## config.mk

```make
export PLATFORM = sky130hd
export DESIGN_NAME = tetris_piece_ctrl
export DESIGN_NICKNAME = d
export VERILOG_FILES = /design/src/rtl/tetris_piece_ctrl.sv
export SDC_FILE = /design/constraint.sdc
export NUM_CORES = 1
export LEC_CHECK = 0
export CAP_MARGIN = 20
export CORE_MARGIN = 10
export CORE_UTILIZATION = 47
export CTS_CLUSTER_SIZE = 8
export DETAILED_ROUTE_END_ITERATION = 6
export GPL_TIMING_DRIVEN = 0
export PLACE_DENSITY = 0.72
export SETUP_SLACK_MARGIN = 0.02
export SYNTH_ARGS = -nofsm -noshare
export SYNTH_HDL_FRONTEND = slang
export SYNTH_SLANG_ARGS = --single-unit
```

## constraint.sdc

```tcl
create_clock -name Clk -period 1.64 [get_ports Clk]
set_input_delay 0.328 -clock Clk [delete_from_list [all_inputs] [get_ports Clk]]
set_output_delay 0.328 -clock Clk [all_outputs]
set_load 0.005 [all_outputs]
```

## src/rtl/tetris_piece_ctrl.sv

```systemverilog
// Active-tetromino sequencer: spawn, per-frame move/gravity arbitration, lock and game over.
// Optional held-key auto-repeat for left/right is enabled by defining TETRIS_AUTOREPEAT_EN.
module tetris_piece_ctrl #(
  parameter int unsigned GRAVITY_FRAMES = 48,
  parameter logic [4:0]  SPAWN_X        = 5'd3,
  parameter logic [15:0] LFSR_SEED      = 16'hACE1,
  parameter int unsigned DAS_DELAY      = 16,
  parameter int unsigned DAS_RATE       = 6
) (
  input  logic       Clk,
  input  logic       Reset,
  input  logic       frame_clk_rising_edge,
  input  logic       key_left,
  input  logic       key_right,
  input  logic       key_down,
  input  logic       key_rot_l,
  input  logic       key_rot_r,
  input  logic [4:0] can_move,
  input  logic       board_busy,
  output logic [2:0] piece,
  output logic [4:0] anchor_x,
  output logic [4:0] anchor_y,
  output logic [1:0] rot,
  output logic [4:0] prev_x,
  output logic [4:0] prev_y,
  output logic [1:0] prev_rot,
  output logic       get_new_block,
  output logic       game_over,
  output logic [2:0] dbg_state_o
);

  typedef enum logic [2:0] {
    ST_SPAWN     = 3'd0,
    ST_WAIT_BUSY = 3'd1,
    ST_FALL      = 3'd2,
    ST_LOCK      = 3'd3,
    ST_OVER      = 3'd4
  } state_t;

  localparam logic [5:0] GRAV_TERM = 6'(GRAVITY_FRAMES - 1);

  state_t      state_q, state_d;
  logic [2:0]  piece_q, piece_d;
  logic [4:0]  x_q, x_d, y_q, y_d, px_q, px_d, py_q, py_d;
  logic [1:0]  rot_q, rot_d, prot_q, prot_d;
  logic        gnb_q, gnb_d, over_q, over_d;
  logic [5:0]  grav_q, grav_d;
  logic [15:0] lfsr_q, lfsr_d;
  logic [3:0]  hist_q, hist_d;  // {left, right, rot_r, rot_l} at the previous frame edge
  logic [2:0]  lfsr_piece;
  logic        fire_l, fire_r, fire_rr, fire_rl, key_fired;
  logic        grav_term, drop_req, do_move;

  assign lfsr_d     = {lfsr_q[14:0], lfsr_q[15] ^ lfsr_q[13] ^ lfsr_q[12] ^ lfsr_q[10]};
  assign lfsr_piece = (lfsr_q[2:0] == 3'd7) ? 3'd0 : lfsr_q[2:0];
  assign hist_d     = frame_clk_rising_edge ? {key_left, key_right, key_rot_r, key_rot_l} : hist_q;

  assign fire_rr   = key_rot_r & ~hist_q[1];
  assign fire_rl   = key_rot_l & ~hist_q[0];
  assign key_fired = fire_rr | fire_rl | fire_l | fire_r;
  assign grav_term = (grav_q == GRAV_TERM);
  assign drop_req  = grav_term | key_down;

`ifdef TETRIS_AUTOREPEAT_EN
  localparam logic [7:0] DAS_FIRST  = 8'(DAS_DELAY);
  localparam logic [7:0] DAS_RELOAD = 8'(DAS_DELAY - DAS_RATE + 1);

  // Counters hold "frames since the initial press"; a repeat reloads so the next one lands DAS_RATE later.
  logic [7:0] das_l_q, das_l_d, das_r_q, das_r_d;
  logic       rep_l, rep_r;

  assign rep_l  = key_left & hist_q[3] & (das_l_q == DAS_FIRST);
  assign rep_r  = key_right & hist_q[2] & (das_r_q == DAS_FIRST);
  assign fire_l = (key_left & ~hist_q[3]) | rep_l;
  assign fire_r = (key_right & ~hist_q[2]) | rep_r;

  always_comb begin
    das_l_d = das_l_q;
    das_r_d = das_r_q;
    if (frame_clk_rising_edge) begin
      if (!key_left)      das_l_d = '0;
      else if (!hist_q[3]) das_l_d = 8'd1;
      else if (rep_l)     das_l_d = DAS_RELOAD;
      else                das_l_d = das_l_q + 8'd1;
      if (!key_right)     das_r_d = '0;
      else if (!hist_q[2]) das_r_d = 8'd1;
      else if (rep_r)     das_r_d = DAS_RELOAD;
      else                das_r_d = das_r_q + 8'd1;
    end
  end

  always_ff @(posedge Clk) begin
    if (Reset) begin
      das_l_q <= '0;
      das_r_q <= '0;
    end else begin
      das_l_q <= das_l_d;
      das_r_q <= das_r_d;
    end
  end
`else
  logic unused_das;
  assign unused_das = ^{DAS_DELAY, DAS_RATE};
  assign fire_l     = key_left & ~hist_q[3];
  assign fire_r     = key_right & ~hist_q[2];
`endif

  always_comb begin
    state_d = state_q;
    piece_d = piece_q;
    x_d     = x_q;
    y_d     = y_q;
    rot_d   = rot_q;
    px_d    = px_q;
    py_d    = py_q;
    prot_d  = prot_q;
    gnb_d   = 1'b0;
    over_d  = over_q;
    grav_d  = grav_q;
    do_move = 1'b0;

    case (state_q)
      ST_SPAWN: begin
        piece_d = lfsr_piece;
        x_d     = SPAWN_X;
        y_d     = '0;
        rot_d   = '0;
        px_d    = SPAWN_X;
        py_d    = '0;
        prot_d  = '0;
        gnb_d   = 1'b1;
        grav_d  = '0;
        state_d = ST_WAIT_BUSY;
      end
      ST_WAIT_BUSY: begin
        if (!board_busy) state_d = ST_FALL;
      end
      ST_FALL: begin
        if (frame_clk_rising_edge) begin
          // A fired key is consumed even when illegal; it never falls through to a lower priority.
          if (fire_rr) begin
            if (can_move[2]) begin
              do_move = 1'b1;
              rot_d   = rot_q + 2'd1;
            end
          end else if (fire_rl) begin
            if (can_move[1]) begin
              do_move = 1'b1;
              rot_d   = rot_q - 2'd1;
            end
          end else if (fire_l) begin
            if (can_move[4]) begin
              do_move = 1'b1;
              x_d     = x_q - 5'd1;
            end
          end else if (fire_r) begin
            if (can_move[3]) begin
              do_move = 1'b1;
              x_d     = x_q + 5'd1;
            end
          end else if (drop_req) begin
            if (can_move[0]) begin
              do_move = 1'b1;
              y_d     = y_q + 5'd1;
            end else begin
              state_d = ST_LOCK;
            end
          end
          // A gravity tick pre-empted by a key stays pending at terminal count.
          if (grav_term) grav_d = key_fired ? grav_q : '0;
          else           grav_d = grav_q + 6'd1;
        end
      end
      ST_LOCK: begin
        if (y_q == '0) begin
          over_d  = 1'b1;
          state_d = ST_OVER;
        end else begin
          state_d = ST_SPAWN;
        end
      end
      ST_OVER: ;
      default: state_d = ST_SPAWN;
    endcase

    if (do_move) begin
      px_d   = x_q;
      py_d   = y_q;
      prot_d = rot_q;
    end
  end

  always_ff @(posedge Clk) begin
    if (Reset) begin
      state_q <= ST_SPAWN;
      piece_q <= '0;
      x_q     <= SPAWN_X;
      y_q     <= '0;
      rot_q   <= '0;
      px_q    <= SPAWN_X;
      py_q    <= '0;
      prot_q  <= '0;
      gnb_q   <= 1'b0;
      over_q  <= 1'b0;
      grav_q  <= '0;
      lfsr_q  <= LFSR_SEED;
      hist_q  <= '0;
    end else begin
      state_q <= state_d;
      piece_q <= piece_d;
      x_q     <= x_d;
      y_q     <= y_d;
      rot_q   <= rot_d;
      px_q    <= px_d;
      py_q    <= py_d;
      prot_q  <= prot_d;
      gnb_q   <= gnb_d;
      over_q  <= over_d;
      grav_q  <= grav_d;
      lfsr_q  <= lfsr_d;
      hist_q  <= hist_d;
    end
  end

  assign piece         = piece_q;
  assign anchor_x      = x_q;
  assign anchor_y      = y_q;
  assign rot           = rot_q;
  assign prev_x        = px_q;
  assign prev_y        = py_q;
  assign prev_rot      = prot_q;
  assign get_new_block = gnb_q;
  assign game_over     = over_q;
  assign dbg_state_o   = state_q;

endmodule
```

==> summary.md, run 1 <==
The fraction of registers with async set/reset came out at 0%. The analysis attributes to net switching a power of 1.02 mW. Entering global routing, the biggest net connects 11 pins. The final reports fail on setup timing. The overall die area is 0.00885 mm², and the amount of wire on met2 after detailed routing is 3530 µm. Setup violations remaining at the end of the flow were counted as 14.

The insertion delay to the later sink of the worst-skew pair was 0.34 ns. After detailed routing, the average wire length per cell comes to 17.3 µm. The final weighted congestion in routability-driven placement was 0.842; the number of nets in the final layout was 381. The tools report the number of distinct library cells after synthesis as 55.

Net switching is 27.5% of the power. Max-cap violations in this run came to 0. Summed over all layers, the global routing overflow is 0. The run gives 0 as the hold violation count in the final report. Across every metal layer, demand over resource in global routing totals 16.1%.

Upper clock frequency limit: 0.568 GHz. Of all nets on the critical path, the largest fanout is 6. Number of global-route vias before repair: 2293. The run gives 0 as the number of antenna violations at the first check in global routing.

For the met3 wire length, the log shows 538 µm. The first global-routing pass estimated 11200 µm of wire. The final critical-path setup slack is -0.120 ns, and the deepest clock path buffer count is 2. For the worst slew margin relative to its limit, the log shows 64.7%. The tools report the endpoint class of the critical path as a flip-flop. The quantity of I/O buffers inserted on ports is 43, and the mean area per synthesized cell is 9.04 µm². The highest layer touched by signal routing is met4.

The clock network is responsible for 39.5% of the overall power. The worst register-to-register path begins at hist_q[3]. The run gives 0 as the total inserted antenna cells.

The number of sinks driven by the clock tree was 58; the cell area power density was 968 mW/mm². Combinational logic is responsible for 19.1% of the overall power. After detailed routing, the wire length on met1 is 3270 µm. Measured on the finished design, the core utilization comes to 73.6%.

The internal power summed over all cells is 2.69 mW. The pre-antenna-repair detailed-routing pass consisted of 4 iterations. TritonCTS built the clock tree. The share of synthesized area occupied by flip-flops and latches is 45.0%. The critical path in this run is classified as flip-flop to flip-flop. The tools report the cell chosen for the clock root as sky130_fd_sc_hd__clkbuf_8. Summing over every cut layer, the via total after detailed routing is 2418. The number of primary I/O pins is 46, and the cell count of the worst reg-to-reg path is 8. In this run the cell area of the synthesized design comes to 0.00258 mm². The cell count of the worst hold path came out at 1. The layout has 387 filler cells. The design draws 3.70 mW. The post-layout minimum cycle time was 1.76 ns. The post-synthesis register bit count came out at 58. The startpoint identified for the worst hold timing path is lfsr_q[14]. In the final layout, the multi-input gates occupy 0.00161 mm². For the register area, the log shows 0.00120 mm².

The region available for standard cell placement spans 0.00520 mm². The logs give 26 for the number of rows created at floorplan and 0.00631 ns for the setup clock skew after layout. Post-DP HPWL: 4680 µm. Summed over all cells, the static leakage comes to 1.42 nW. The Yosys warning count was 0. The worst setup path is launched from a flip-flop.

The floorplan step set the die width to 94.1 µm. The max-slew violation total from the final report is 0, and the sequential cell fraction of total power is 41.4%. Among all flip-flop cells after synthesis, the most frequent one is sky130_fd_sc_hd__dfxtp_1. Once the floorplan was initialized, standard cells occupied 49.5% of the core.

For the worst path required time, the log shows 1.92 ns. The worst vdd rail ir drop is 555 µV. Setup repair after global routing could not meet its margin everywhere.

Data arrival time of the critical path: 2.04 ns. The number of nets with antenna violations after detailed routing was 0. The tools report the number of buffers inserted by hold repair at cts as 0.

After clock tree synthesis, the clock-pin slew on the worst setup and hold paths is 0.07 ns. At the pin with the least slew margin, the transition time is 0.529 ns. The first-iteration detailed-routing DRC count came out at 150.

In this run the number of H-tree levels came out at 3. The path class of the tightest hold or removal check is flip-flop to flip-flop. Number of DRC violations after detailed routing: 0. The synthesized design contains 0 enable-type register cells. The worst hold path terminates at lfsr_q[15]. At the placement stage, the worst setup path has a slack of -0.573 ns. Summed over all layers, the routed wires come to 7510 µm.

The part of the cycle the worst path needs is 107%. The minimum setup slack among reg-to-reg paths was -0.12 ns; the floorplan die height was 94.1 µm. TritonCTS created 9 clock buffers. From synthesis to final layout, the design area changed by 48.5%. The fraction of layout instances using a drive strength above 1 came out at 32.9%.

The synthesized instance count came out at 285. The capture point of the worst reg-to-reg path was anchor_x[4]. The flow ran to the end, but the final reports show violations.

The via density per instance was 5.56; the synthesized netlist net count was 306.
==> what timing repair did <==
action                                  CTS  global route
pin swaps                                 8            19
cloned                                    1             0
resized for setup                        41            57
setup buffers                            13             7
endpoints found under the setup margin   35            39
==> metal layers <==
metal | GRT usage [%] | vias to the layer above
li1 | - | 1162
met1 | 19.6 | 1156
met2 | 25.1 | 84
met3 | 5.12 | 16
met4 | 7.85 | 0
met5 | 0 | -
==> layout by cell type (no fill, tap or decap), drive strengths merged, types with 6 or more instances in the layout <==
cell type and n:
a21oi 29, buf 24, clkbuf 19, clkdlybuf4s50 35
dfxtp 58, ha 6, inv 8, mux2i 6
nand2 24, nand2b 7, nand3 11, nand3b 13
nor2 24, nor2b 10, o21ai 7, or2 9
xnor2 8
==> worst max path at each step <==
stage	start	endpoint	slack (ns)
after detailed placement	key_rot_l	prev_x[2]	-0.57
after CTS	hist_q[3]	anchor_x[4]	-0.08
after global placement	key_left	anchor_x[4]	-0.55
after global routing	hist_q[3]	anchor_x[4]	-0.20
after floorplan	hist_q[3]	anchor_x[4]	-0.004
final	hist_q[3]	anchor_x[4]	-0.12
==> power groups by stage <==
stage | registers, mW | logic (mW) | clock network (mW)
floorplan | 1.56 | 0.332 | 0
global placement | 1.57 | 0.513 | 0
detailed placement | 1.57 | 0.521 | 0
CTS | 1.54 | 0.591 | 1.47
global route | 1.54 | 0.758 | 1.54
finish | 1.53 | 0.708 | 1.46
==> worst max-delay path: stages (launching register included) <==
cell and delay (ns):
sky130_fd_sc_hd__dfxtp_2 0.34, sky130_fd_sc_hd__nand2b_4 0.15, sky130_fd_sc_hd__inv_6 0.06, sky130_fd_sc_hd__fa_2 0.33
sky130_fd_sc_hd__a21o_1 0.18, sky130_fd_sc_hd__a21oi_2 0.14, sky130_fd_sc_hd__xnor2_1 0.10, sky130_fd_sc_hd__or3_1 0.32
sky130_fd_sc_hd__o21ai_1 0.07
==> stage by stage <==
stage / hold WS, ns / setup TNS (ns) / std cells / instance area (µm²)
after detailed placement: 0.399 / -13.63 / 398 / 3110
after CTS: 0.378 / -0.173 / 428 / 3560
after floorplan: 0.389 / -0.00392 / 285 / 2600
final: 0.414 / -0.295 / 435 / 3830
after global placement: 0.393 / -12.52 / 398 / 3110
after global routing: 0.440 / -1.51 / 435 / 3830
==> kinds of logic (layout without fill, tap and decap cells) <==
kind of cell | after synthesis | count (layout) | share of synthesized area, %
buf+inv | 19 | 99 | 2.91
mux | 6 | 6 | 2.33
fa+ha+maj | 7 | 7 | 3.69
flops | 58 | 58 | 45.0
simple gates | 127 | 127 | 28.4
xor+xnor | 12 | 12 | 4.08
compound gates | 56 | 56 | 13.5
==> cell usage after synthesis (3+ instances only) <==
cell type | number | area [µm²]
sky130_fd_sc_hd__buf_2 | 3 | 15.0
sky130_fd_sc_hd__nand3b_1 | 13 | 97.6
sky130_fd_sc_hd__o21ai_0 | 5 | 25.0
sky130_fd_sc_hd__mux2i_1 | 6 | 60.1
sky130_fd_sc_hd__clkbuf_1 | 6 | 22.5
sky130_fd_sc_hd__nand3_1 | 11 | 55.1
sky130_fd_sc_hd__or2_2 | 7 | 43.8
sky130_fd_sc_hd__a21oi_1 | 29 | 145
sky130_fd_sc_hd__nor2b_1 | 10 | 62.6
sky130_fd_sc_hd__or3_1 | 3 | 18.8
sky130_fd_sc_hd__nand2b_1 | 5 | 31.3
sky130_fd_sc_hd__xnor2_1 | 8 | 70.1
sky130_fd_sc_hd__nor3_1 | 3 | 15.0
sky130_fd_sc_hd__dfxtp_1 | 58 | 1160
sky130_fd_sc_hd__xor2_1 | 4 | 35.0
sky130_fd_sc_hd__nor2_1 | 24 | 90.1
sky130_fd_sc_hd__nand2_1 | 24 | 90.1
sky130_fd_sc_hd__ha_1 | 6 | 75.1
sky130_fd_sc_hd__nor4_1 | 3 | 18.8
sky130_fd_sc_hd__inv_1 | 8 | 30.0
==> sequential cells by signal (all words and copies together) (netlist names) <==
| register | cells |
|---|---|
| prev_rot | 2 |
| prev_y | 5 |
| anchor_y | 5 |
| get_new_block | 1 |
| grav_q | 6 |
| prev_x | 5 |
| dbg_state_o | 3 |
| anchor_x | 5 |
| game_over | 1 |
| piece | 3 |
| lfsr_q | 16 |
| rot | 2 |
| hist_q | 4 |
==> cell type report <==
type                    instances  area share, %
well taps                      70           2.29
repair buffers                 64           15.9
plain buffers                  11           1.80
inverters                       8          0.915
flip-flops and latches         58           31.3
clock inverters                 5           2.03
clock buffers                  11           3.69
multi-input cells             208           42.1
(Power assumes the default switching activity.)
==> run 2, diff against run 1 <==
--- a/config.mk
+++ b/config.mk
@@ -6,10 +6,11 @@
 export NUM_CORES = 1
 export LEC_CHECK = 0
 export CAP_MARGIN = 20
-export CORE_MARGIN = 10
+export CORE_MARGIN = 4
 export CORE_UTILIZATION = 47
-export CTS_CLUSTER_SIZE = 8
+export CTS_CLUSTER_SIZE = 10
 export DETAILED_ROUTE_END_ITERATION = 6
+export GPL_ROUTABILITY_DRIVEN = 0
 export GPL_TIMING_DRIVEN = 0
 export PLACE_DENSITY = 0.72
 export SETUP_SLACK_MARGIN = 0.02
==> summary.md, run 2 (same netlist as run 1, synthesis figures left out) <==
The flow ran to the end, but the final reports show violations. The final reports fail on setup timing. Summed over all cells, the static leakage comes to 1.42 nW. The switching power summed over all nets was 0.993 mW; the worst vdd rail ir drop was 601 µV. The pre-antenna-repair detailed-routing pass consisted of 4 iterations. For the instance count after placement with tap cells included, the log shows 398. The number of primary I/O pins was 46. The slowest stage of the critical path is the sky130_fd_sc_hd__dfxtp_4 cell. The run gives 0 as the hold violation count in the final report. The number of DRC violations after detailed routing came out at 0. The tree built by TritonCTS fans out to 58 sinks. After floorplanning, the core was divided into 26 placement rows. The run gives 49.5% as the effective utilization at floorplan.

For the first-iteration detailed-routing DRC count, the log shows 109. Setup repair after global routing could not meet its margin everywhere. The worst hold path belongs to the class flip-flop to flip-flop. In the final routed layout, each cell accounts on average for 15.4 µm.

Final critical-path setup slack: -0.108 ns. The final routed wirelength across all metal layers is 6610 µm. The worst setup path is captured at a flip-flop.

The CTS buffer count was 9. Before CTS, the worst setup slack after placement is -0.622 ns. For the clock network power share, the log shows 39.6%. Summing over every cut layer, the via total after detailed routing is 2328. The number of buffer and inverter stages on the critical path is 2. Using the TritonRoute via totals, the vias-per-cell ratio works out to 5.43.

The number of global-route vias before repair came out at 2085. Once detail routing completed, the nets flagged for antenna violations numbered 0. TritonCTS built the clock tree. The max-cap check violation count was 0.

Highest cell delay on the worst timing path: 0.38 ns. Fraction of layout instances using a drive strength above 1: 31.5%. The max-slew violation total from the final report is 0.

The clock transition at the registers of the reported paths came out at 0.07 ns. The wire length of the first global-routing pass is 10300 µm, and the total inserted antenna cells is 0. Global routing used 20.7% of the available tracks across all layers. Deepest clock path buffer count: 2. Of the total power, combinational logic draws 18.3%. Dividing the final minimum period by the clock period gives 107%.

The run gives 16 as the count of final setup violators. The horizontal die dimension was 82.1 µm; the net switching share of the total power was 27.1%. Headroom to the max-slew limit came out at 63.5%. The highest net fanout along the worst path came out at 7.

Number of flip-flops in the largest register: 16. The run gives 3 as the number of H-tree branching levels. The critical path is of the flip-flop to flip-flop type. From synthesis to final layout, the design area changed by 48.3%. The run gives 42.1% as the sequential cell fraction of total power.

The largest registers in the layout are lfsr_q (16), grav_q (6). The design draws 3.67 mW. From bottom edge to top edge, the die measures 82.1 µm. Entering global routing, the biggest net connects 11 pins. The library cell used most frequently in the layout, excluding fill and tap cells, is sky130_fd_sc_hd__dfxtp_1. STA classifies the critical path startpoint as a flip-flop.

The critical path goes through ha_4 > a31o_4 > o2111ai_4 > a221oi_2 > buf_4 > clkbuf_16 > nand3b_1 > a21oi_1. The floorplan step defined a die boundary enclosing 0.00673 mm². Data arrival time of the critical path: 1.97 ns.

Cell chosen for the clock root: sky130_fd_sc_hd__clkbuf_8. For this design the ratio of total power to cell area is 959 mW/mm². Count of placed standard cells in the final layout, fillers left out: 429.

The worst path required time was 1.86 ns. The tools report the insertion delay to the later sink of the worst-skew pair as 0.34 ns. The kind of cell with the highest combined delay along the critical path is compound AO/OA/AOI/OAI gates. Cell internal power was estimated by the tool at 2.67 mW. The clock arrives with 0.00747 ns of skew.

At the pin with the least slew margin, the transition time is 0.548 ns. Counting flops per register, the top entry is lfsr_q. The number of nets in the final layout was 375; the global route total overflow was 0. After layout, the minimum clock period comes to 1.75 ns. The post-DP HPWL came out at 4300 µm. After floorplanning, the core was sized to cover 0.00520 mm². The quantity of I/O buffers inserted on ports is 43.

The number of antenna violations at the first check in global routing was 0. Leaving out fill and tap cells, the most frequent cells in the layout are sky130_fd_sc_hd__dfxtp_1, sky130_fd_sc_hd__clkdlybuf4s50_1, sky130_fd_sc_hd__nor2_1, sky130_fd_sc_hd__nand2_1, sky130_fd_sc_hd__a21oi_1. The minimum setup slack among reg-to-reg paths was -0.11 ns; the upper clock frequency limit was 0.572 GHz.
[run 2: power groups by stage]
stage | combinational [mW] | clock (mW) | sequential (mW)
after floorplan | 0.332 | 0 | 1.56
after global placement | 0.509 | 0 | 1.57
after detailed placement | 0.517 | 0 | 1.57
after CTS | 0.565 | 1.48 | 1.54
after global routing | 0.733 | 1.55 | 1.55
final | 0.670 | 1.45 | 1.54
[run 2: path summary, 6_finish.rpt]
path / startpoint / end / cells after the start
setup reg to reg: grav_q[0] / prev_x[2] / 8
setup / recovery: grav_q[0] / prev_x[2] / 8
hold / removal: lfsr_q[5] / lfsr_q[6] / 1
hold reg to reg: lfsr_q[5] / lfsr_q[6] / 1
[run 2: worst register-to-register path, delay by kind of cell (launching register included)]
kind,cells,cell delay (ns)
flops,1,0.38
fa+ha+maj,1,0.16
compound gates,4,0.59
simple gates,1,0.11
buf+inv,2,0.41
[run 2: final cells by class]
cell class	instances	area [µm²]
Multi-Input combinational cell	208	1630
Buffer	11	67.6
Fill cell	381	1380
Clock inverter	5	77.6
Timing Repair Buffer	58	578
Tap cell	70	87.6
Clock buffer	11	141
Sequential cell	58	1200
Inverter	8	35.0
[run 2: layer usage]
| layer | global-route usage (%) | up-vias | part of all wire (%) |
|---|---|---|---|
| met5 | 0 | - | 0 |
| met3 | 4.50 | 10 | 4.2 |
| li1 | - | 1153 | - |
| met1 | 28.9 | 1115 | 48 |
| met2 | 28.8 | 50 | 46 |
| met4 | 13.1 | 0 | 1.7 |
[run 2: through the flow]
stage / util, % / setup TNS [ns] / instance area [µm²] / hold WS [ns]
2_1_floorplan: - / -0.00392 / 2600 / 0.389
6_report: 73.4 / -0.959 / 3820 / 0.409
3_5_place_dp: 59.8 / -14.11 / 3110 / 0.395
4_1_cts: 67.4 / -0.431 / 3510 / 0.387
5_1_grt: 73.4 / -2.21 / 3820 / 0.421
3_3_place_gp: 59.8 / -12.42 / 3110 / 0.392
[run 2: timing repair]
action | CTS | global route
buffers inserted | 8 | 6
setup endpoints to repair | 36 | 41
hold buffers | 0 | 0
gates resized for setup | 39 | 59
cloned | 0 | 2
endpoints found under the hold margin | 0 | 0
pin swaps | 14 | 24
==> run 3, diff against run 2 <==
--- a/config.mk
+++ b/config.mk
@@ -7,12 +7,12 @@
 export LEC_CHECK = 0
 export CAP_MARGIN = 20
 export CORE_MARGIN = 4
-export CORE_UTILIZATION = 47
+export CORE_UTILIZATION = 35
 export CTS_CLUSTER_SIZE = 10
 export DETAILED_ROUTE_END_ITERATION = 6
 export GPL_ROUTABILITY_DRIVEN = 0
 export GPL_TIMING_DRIVEN = 0
-export PLACE_DENSITY = 0.72
+export PLACE_DENSITY = 0.56
 export SETUP_SLACK_MARGIN = 0.02
 export SYNTH_ARGS = -nofsm -noshare
 export SYNTH_HDL_FRONTEND = slang
==> summary.md, run 3 (same netlist as run 1, synthesis figures left out) <==
The hold violation count in the final report is 0, and the via density per instance is 5.06. The final critical-path setup slack was -0.0896 ns; the floorplan die height was 93.8 µm. For the count of placed standard cells in the final layout, fillers left out, the log shows 461. The run gives -0.09 ns as the minimum setup slack among reg-to-reg paths. The tools report the data arrival time of the critical path as 1.93 ns. In this run the tightest slew margin relative to its limit is 63.4%. Cell family contributing the most delay on the critical path: compound AO/OA/AOI/OAI gates.

The global route total overflow is 0. The first routing iteration left 88 violations. The deepest clock path buffer count came out at 2. For this design, the slowest cell found on the critical path is sky130_fd_sc_hd__dfxtp_4. The finished cells cover 0.00385 mm².

Clock-pin slew was measured on the worst setup and hold paths at 0.06 ns. For this design, the sink count on the clock tree is 58. TritonCTS created 9 clock buffers. For this run, the detailed router's first-pass iteration total came to 4. Summed over all layers, the routed wires come to 7030 µm.

At the pin with the least slew margin, the transition time is 0.550 ns. The analysis attributes to cell leakage a power of 1.44 nW. The run gives 11 as the pin count of the biggest net entering global routing. TritonCTS built the clock tree. For this block, the via count after detailed routing is 2334.

The number of primary I/O pins is 46. Fill cells in the final layout number 682. Across the whole layout, storage elements account for 0.00120 mm². The number of hold buffers added after CTS was 0. VDD sags by at most 398 µV.

Global-route usage over all layers: 16.5%. The checks that failed: setup timing. The flow ran to the end, but the final reports show violations. The root buffer cell chosen for the clock tree is sky130_fd_sc_hd__clkbuf_8. The die is 93.8 µm wide.

In this run the power density over the cells is 934 mW/mm². The HPWL after detailed placement is 4700 µm. Summing all placed instances gives a cell area of 0.00315 mm². STA classifies the critical path endpoint as a flip-flop. Post-route setup TNS: -0.609 ns. Row generation in the floorplan step produced 31 rows. Setup violations remaining at the end of the flow were counted as 15.

The total inserted antenna cells came out at 0. Leaving out fill and tap cells, the most frequent cells in the layout are sky130_fd_sc_hd__dfxtp_1, sky130_fd_sc_hd__clkdlybuf4s50_1, sky130_fd_sc_hd__a21oi_1, sky130_fd_sc_hd__nor2_1, sky130_fd_sc_hd__nand2_1. The register with the most flip-flops in the layout has 16 of them. The number of DRC violations after detailed routing was 0; the fraction of layout instances using a drive strength above 1 was 31.2%.

For this run, the top clock speed supported by timing is 0.578 GHz. Setup repair after global routing could not meet its margin everywhere. In the final layout, the registers with the most flip-flops are lfsr_q (16), grav_q (6). Power comes to 3.59 mW. In this run the worst path has a maximum fanout of 6. The tools report the critical path startpoint category as a flip-flop. Traced cell by cell, the critical path runs through ha_4 > a31o_4 > o2111ai_4 > a221oi_2 > buf_4 > clkbuf_16 > nand3b_1 > a21oi_1. During placement, the flow inserted port buffers numbering 43. At the end of the flow, the number of nets in the layout was 379. The run gives 0 as the max-cap check violation count. The critical path is of the flip-flop to flip-flop type.

The initial utilization of the core area, before any placement, comes to 35.7%. After floorplanning, the core was sized to cover 0.00721 mm². After detailed routing, the average wire length per cell comes to 15.2 µm. The number of antenna violations at the first check in global routing is 0.

The clock arrives with 0.00519 ns of skew. In this run the remaining antenna-violating nets after routing total 0. Of the available clock period, the critical path in the final layout requires 105%. The max-slew violation total from the final report was 0; the number of buffer and inverter stages on the critical path was 2. For the area taken by multi-input logic gates, the log shows 0.00159 mm². The most common cell after layout, fill and taps aside is sky130_fd_sc_hd__dfxtp_1. The area growth from synthesis to layout is 49.3%, and the number of H-tree branching levels is 3. The die covers 0.00880 mm². Counting tap cells, the placed design contains a total of 427 instances. The highest cell delay on the worst timing path is 0.37 ns, and the insertion delay to the later sink of the worst-skew pair is 0.34 ns. At the worst endpoint, the required time is 1.85 ns. The register bank with the most flops was lfsr_q. The class of the tightest hold or removal check is input pin to flip-flop. Post-layout minimum cycle time: 1.73 ns. The tools report the number of global-route vias before repair as 2230.

The first global-routing pass estimated 11100 µm of wire.
-- run 3: through the flow --
stage / setup WS, ns / hold slack [ns] / utilization (%)
6_report: -0.0896 / 0.409 / 53.3
5_1_grt: -0.174 / 0.426 / 53.3
4_1_cts: -0.0928 / 0.394 / 49.3
3_5_place_dp: -0.594 / 0.398 / 43.7
3_3_place_gp: -0.573 / 0.393 / 43.7
2_1_floorplan: -0.00392 / 0.389 / -
-- run 3: layout make-up --
cell class              instances  area share, %
clock inverters                 6           2.15
inverters                       8          0.910
well taps                      99           3.22
plain buffers                  11           1.85
flip-flops and latches         58           31.2
clock buffers                   9           3.22
multi-input cells             208           41.3
repair buffers                 62           16.1
-- run 3: worst paths after layout --
path                              start         end  depth (start not counted)
setup / recovery              grav_q[1]   prev_y[2]                          8
hold / removal    frame_clk_rising_edge   grav_q[1]                          3
setup reg to reg              grav_q[1]   prev_y[2]                          8
hold reg to reg               lfsr_q[9]  lfsr_q[10]                          1
-- run 3: report_power, final --
part / total [mW] / internal [mW] / leakage, nW / switching [mW]
Sequential: 1.54 / 1.48 / 0.482 / 0.0630
Combinational: 0.655 / 0.294 / 0.856 / 0.361
Clock: 1.40 / 0.837 / 0.105 / 0.561
-- run 3: worst register-to-register path, cell delays in order, from the launching register on --
cell and delay [ns]:
sky130_fd_sc_hd__dfxtp_4 0.37, sky130_fd_sc_hd__ha_4 0.15, sky130_fd_sc_hd__a31o_4 0.15, sky130_fd_sc_hd__o2111ai_4 0.12
sky130_fd_sc_hd__a221oi_2 0.25, sky130_fd_sc_hd__buf_4 0.22, sky130_fd_sc_hd__clkbuf_16 0.17, sky130_fd_sc_hd__nand3b_1 0.10
sky130_fd_sc_hd__a21oi_1 0.07
-- run 3: timing repair --
item | 4_1_cts | 5_1_grt
gates cloned | 0 | 2
endpoints found under the setup margin | 42 | 46
endpoints found under the hold margin | 0 | 0
pin swaps | 13 | 19
resized for setup | 43 | 49
buffers inserted | 9 | 8
-- run 3: layer usage --
metal  GRT usage (%)  vias to the layer above  share of wire [%]
li1                -                     1153                  -
met3            4.57                        9                4.9
met2            23.4                       58                 46
met4            8.42                        0                1.9
met1            22.7                     1114                 48
met5               0                        -                  0
